[src/rtl/sr_bank_driver.sv]
`default_nettype none
// ---------------------------------------------------------------------------
// sr_bank_driver : valid/ready driven S/R excitation for an ffSR register bank
// Optional readback/retry: define SR_BANK_DRIVER_READBACK_EN.   Rev 1.0
// ---------------------------------------------------------------------------
module sr_bank_driver #(
    parameter int WIDTH     = 4,
    parameter int MAX_RETRY = 2
) (
    input  logic             clock,
    input  logic             reset,
    input  logic             req_valid,
    output logic             req_ready,
    input  logic [WIDTH-1:0] req_target,
    input  logic [WIDTH-1:0] y_in,
    output logic [WIDTH-1:0] s,
    output logic [WIDTH-1:0] r,
    output logic             busy,
    output logic             done,
    output logic             err
);

    localparam int CNT_W = (MAX_RETRY > 0) ? $clog2(MAX_RETRY + 1) : 1;
    localparam logic [CNT_W-1:0] RETRY_LIMIT = CNT_W'(MAX_RETRY);

    typedef enum logic [1:0] {
        IDLE   = 2'd0,
        DRIVE  = 2'd1,
        SETTLE = 2'd2,
        CHECK  = 2'd3
    } state_t;

    state_t           state_q, state_d;
    logic [WIDTH-1:0] target_q, target_d;
    logic [WIDTH-1:0] s_q, s_d;
    logic [WIDTH-1:0] r_q, r_d;
    logic [CNT_W-1:0] retry_q, retry_d;
    logic             done_q, done_d;
    logic             err_q, err_d;
    logic             busy_q, busy_d;
    logic             ready_q, ready_d;

    always_comb begin
        state_d  = state_q;
        target_d = target_q;
        s_d      = '0;
        r_d      = '0;
        retry_d  = retry_q;
        done_d   = 1'b0;
        err_d    = err_q;
        case (state_q)
            IDLE: begin
                if (req_valid) begin
                    target_d = req_target;
                    retry_d  = '0;
                    err_d    = 1'b0;
                    state_d  = DRIVE;
                end
            end
            DRIVE: begin
                // Set and reset masks are disjoint by construction, so s&r is never 1.
                s_d     = target_q & ~y_in;
                r_d     = ~target_q & y_in;
                state_d = SETTLE;
            end
            SETTLE: begin
`ifdef SR_BANK_DRIVER_READBACK_EN
                state_d = CHECK;
`else
                done_d  = 1'b1;
                state_d = IDLE;
`endif
            end
`ifdef SR_BANK_DRIVER_READBACK_EN
            CHECK: begin
                if (y_in == target_q) begin
                    done_d  = 1'b1;
                    state_d = IDLE;
                end else if (retry_q < RETRY_LIMIT) begin
                    retry_d = retry_q + 1'b1;
                    state_d = DRIVE;
                end else begin
                    done_d  = 1'b1;
                    err_d   = 1'b1;
                    state_d = IDLE;
                end
            end
`endif
            default: state_d = IDLE;
        endcase
        busy_d  = (state_d != IDLE);
        ready_d = (state_d == IDLE);
    end

    always_ff @(posedge clock) begin
        if (reset) begin
            state_q  <= IDLE;
            target_q <= '0;
            s_q      <= '0;
            r_q      <= '0;
            retry_q  <= '0;
            done_q   <= 1'b0;
            err_q    <= 1'b0;
            busy_q   <= 1'b0;
            ready_q  <= 1'b1;
        end else begin
            state_q  <= state_d;
            target_q <= target_d;
            s_q      <= s_d;
            r_q      <= r_d;
            retry_q  <= retry_d;
            done_q   <= done_d;
            err_q    <= err_d;
            busy_q   <= busy_d;
            ready_q  <= ready_d;
        end
    end

    assign s         = s_q;
    assign r         = r_q;
    assign done      = done_q;
    assign busy      = busy_q;
    assign req_ready = ready_q;
`ifdef SR_BANK_DRIVER_READBACK_EN
    assign err       = err_q;
`else
    assign err       = 1'b0;
`endif

endmodule
`default_nettype wire

[config.mk]
export PLATFORM = sky130hd
export DESIGN_NAME = sr_bank_driver
export DESIGN_NICKNAME = d
export VERILOG_FILES = /design/src/rtl/sr_bank_driver.sv
export SDC_FILE = /design/constraint.sdc
export NUM_CORES = 1
export LEC_CHECK = 0
export CAP_MARGIN = 20
export CORE_MARGIN = 2
export CORE_UTILIZATION = 35
export DETAILED_ROUTE_END_ITERATION = 8
export PLACE_DENSITY = 0.68
export SYNTH_ARGS = -nofsm -noshare
export SYNTH_HDL_FRONTEND = slang
export SYNTH_SLANG_ARGS = --single-unit
[constraint.sdc]
create_clock -name clock -period 1.5 [get_ports clock]
set_input_delay 0.375 -clock clock [delete_from_list [all_inputs] [get_ports clock]]
set_output_delay 0.375 -clock clock [all_outputs]
set_load 0.02 [all_outputs]
### Word-level counts from Yosys, hierarchy flattened

Cells that the tools add are included.

| cells by class | value |
|---|---|
| bitwise logic cells | 5 |
| muxes and demuxes | 3 |
| equal/unequal tests | 2 |
| reduce and logical (&&, ||, !) cells | 5 |

Operators with widths:

| cell | number |
|---|---|
| $and A4 B4 Y4 | 2 |
| $not A4 Y4 | 2 |
| $logic_not A2 Y1 | 2 |
| $pmux W2 S2 | 1 |
| $eq A2 B1 Y1 const B | 1 |
| $eq A2 B2 Y1 const B | 1 |
| $mux W2 | 1 |
| $reduce_and A2 Y1 | 1 |
| $reduce_bool A2 Y1 | 1 |
| $reduce_or A2 Y1 | 1 |
| $mux W1 | 1 |
| $not A1 Y1 | 1 |

| word-level totals | value |
|---|---|
| flip-flop bits (word level) | 17 |
| logic and storage cells | 22 |
| input port bits | 11 |

### Depth between registers and ports, before layout

| logic depth | value |
|---|---|
| word-level depth | 3 |
| mapped depth | 3 |

### Least setup slack after synthesis

Ideal clock, no wire load.

| path | value |
|---|---|
| path kind | reg2reg |
| start | reg state_q[0] |
| end | reg r_q[0], in the netlist r[0] |
| stages on the path, launching flop included | 4 |
| arrival | 1,039 ps |
| setup time | 72 ps |
| buffers on the path | 1 |
| path slack | 388 ps |
| cells stage by stage | dfxtp_1 -> or3b_1 -> buf_6 -> nor3b_2 |

| between the ends | value |
|---|---|
| word-level cells in the longest chain between the ends | 3 |

RTL lines:

| item | RTL line | RTL |
|---|---|---|
| from (decl) | 33 | `state_t state_q, state_d;` |
| from (signal assigned) | 107 | `state_q <= state_d;` |
| $eq A2 B1 Y1 | 51 | `case (state_q)` |
| $not A1 Y1 (no source line) | n/a |  |
| $reduce_or A2 Y1 (no source line) | n/a |  |
| to (signal assigned) | 110 | `r_q <= r_d;` |
| to (decl) | 36 | `logic [WIDTH-1:0] r_q, r_d;` |

Every way passes these cells.
A chain may end at the register's enable or synchronous reset.

### Worst setup path in the final report

| path | value |
|---|---|
| start | reg done_q, in the netlist done |
| end | out done |

RTL lines:

| item | RTL line | RTL |
|---|---|---|
| from (decl) | 38 | `logic done_q, done_d;` |
| from (signal assigned) | 112 | `done_q <= done_d;` |
| to (decl) | 19 | `output logic done,` |

No word-level cell between the ends.

==> out/metrics.cfg <==
[status]
status=completed

[setup_path]
timing_worst_setup_path_type=reg -> out
cp.arrival_ns=0.92
cp-end-kind=primary output
path_delay_family=flip-flops
slowest_delay_ns=0.32
crit_slowest_cell=dfxtp_1
start_kind=flop
worstPathCellList=dlygate4sd2_1
cp.required_ns=1.12
cp_max_fo=1
r2r_cells=3
critical_path_depth=1
crit_buf_inv=1

[clocking]
cts_buffer_depth=2
clock-sinks=17
path_clk_slew_ns=0.09
cts_tree=done
cts_hold_buf=0
post-cts-setup-buffer-count=0
cts_buffers=3
clock_latency_ns=0.27
cts_resized=11
root_buffer=clkbuf_4
cts_max_level=1

[power]
vdd_drop_max_mv=0.598
power.total_uw=814
comb_power_share_pct=12.3
pwr-share-clk_pct=28.5
p_int_uw=633
power_switching_uw=181
power.share.switching_pct=22.3
sequentialPowerShare_pct=59.2
power_density_nw_per_um2=940
p_leak_nw=0.372

[run]
cap_violations=0

[global_route]
antenna_found_initial=0
grt_usage_pct=11.0
gr-total-overflow=0
grt_max_degree=12
grt_pass1_wl_um=1670
first_global_vias=387

[cells_and_area]
final_cell_mix=dfxtp_1 (17), dlygate4sd2_1 (11), clkdlybuf4s50_1 (10)
drive_gt1_share_pct=21.3
post-route-cell-area_um2=866
nets=87
num_antenna_cells=0
syn_to_final_growth_pct=40.9
final_cells=92
layout_commonest_cell=dfxtp_1
fillCellCount=160

[route]
dr.first_iter.drc_count=4
num_vias=408
wl_um=1010
drc=0
post_drt_wl_per_cell_um=11.0
viasPerCell=4.43
drt-pass1-iter-count=3
drt.antenna.violating_nets=0

[synth]
yosysSeqAreaShare_pct=55.4
synth_nets=60
synthDistinctLibCells=15
avgSynthCellArea_um2=12.5
synth_area_um2=614
synthCells=49
ys_warn_count=0
ys_seq_elements=17

[place]
place_area_um2=853
port_buffers=21
globalplace.congestion=0.704
preCtsSetupSlack_ns=-0.0799
hpwl_um=784
dpl.cell_count=88

[die]
die_y_um=45.9
io_pins=23
initial_core_util_pct=36.4
design.die.area_um2=2110
rows=15
die_w_um=45.9
core_area_um2=1690

[sta]
final_max_slew_viol_count=0
final-setup-viol-count=0
fmax_mhz=773
finalCritPeriodShare_pct=86.3
rsz0062_at_grt=false
period_needed_ns=1.29
hold_violations=0
clock_skew_ns=0.00347
holdWs_ns=0.471
setup_ws_ns=0.206

[min_path]
hold_class=reg -> reg
worstHoldPathCells=1

Yosys cell counts:
| library cell | count | area [um^2] |
|---|---|---|
| buf_4 | 1 | 7.51 |
| buf_6 | 1 | 11.3 |
| clkbuf_1 | 1 | 3.75 |
| conb_1 | 1 | 3.75 |
| dfxtp_1 | 17 | 340 |
| inv_1 | 1 | 3.75 |
| mux2i_1 | 4 | 40.0 |
| nand2b_1 | 8 | 50.1 |
| nor2_1 | 1 | 3.75 |
| nor3b_1 | 1 | 7.51 |
| nor3b_2 | 9 | 113 |
| nor4b_1 | 1 | 8.76 |
| o21a_1 | 1 | 7.51 |
| o21ai_0 | 1 | 5.00 |
| or3b_1 | 1 | 8.76 |
sequential cells by signal (all words and copies together) (netlist names):
signal / cells
done: 1
busy: 1
r: 4
req_ready: 1
state_q: 2
target_q: 4
s: 4
metrics by stage:
stage	TNS [ns]	util, %
3_3_place_gp	-0.467	50.5
6_report	0	51.3
3_5_place_dp	-0.508	50.5
2_1_floorplan	0	-
4_1_cts	0	51.3
5_1_grt	0	51.3
power groups by stage:
stage / registers (mW) / logic [mW] / clock network, mW
final: 0.482 / 0.100 / 0.232
after floorplan: 0.500 / 0.0441 / 0
after global routing: 0.484 / 0.110 / 0.257
after CTS: 0.482 / 0.102 / 0.240
after global placement: 0.492 / 0.106 / 0
after detailed placement: 0.493 / 0.107 / 0
cells by family (layout without fill, tap and decap cells):
| kind of cell | count (synthesis) | in the layout | synth area share [%] |
|---|---|---|---|
| other cells | 1 | 1 | 0.610 |
| compound gates | 2 | 2 | 2.04 |
| flops | 17 | 17 | 55.4 |
| mux | 4 | 4 | 6.52 |
| simple gates | 21 | 21 | 31.2 |
| buf+inv | 4 | 30 | 4.28 |
layout make-up:
cell class / count / area (um^2) / area share [%]
Multi-Input combinational cell: 28 / 248 / 28.6
Timing Repair Buffer: 25 / 226 / 26.2
Clock buffer: 4 / 26.3 / 3.03
Inverter: 1 / 3.75 / 0.434
Tap cell: 17 / 21.3 / 2.46
Sequential cell: 17 / 340 / 39.3
path summary, 6_finish.rpt:
kind	from	to	slack, ns
max reg2reg	state_q[0]	r[3]	0.26
max	done	done	0.21
min reg2reg	target_q[0]	r[0]	0.47
min	target_q[0]	r[0]	0.47
layer usage:
metal  global-route usage [%]  share of wire (%)
met4                     5.14                  0
met5                        0                  0
met1                     14.3                 44
met2                     16.9                 51
met3                     2.78                4.2
Note: power is estimated with default switching activity, not from simulation.
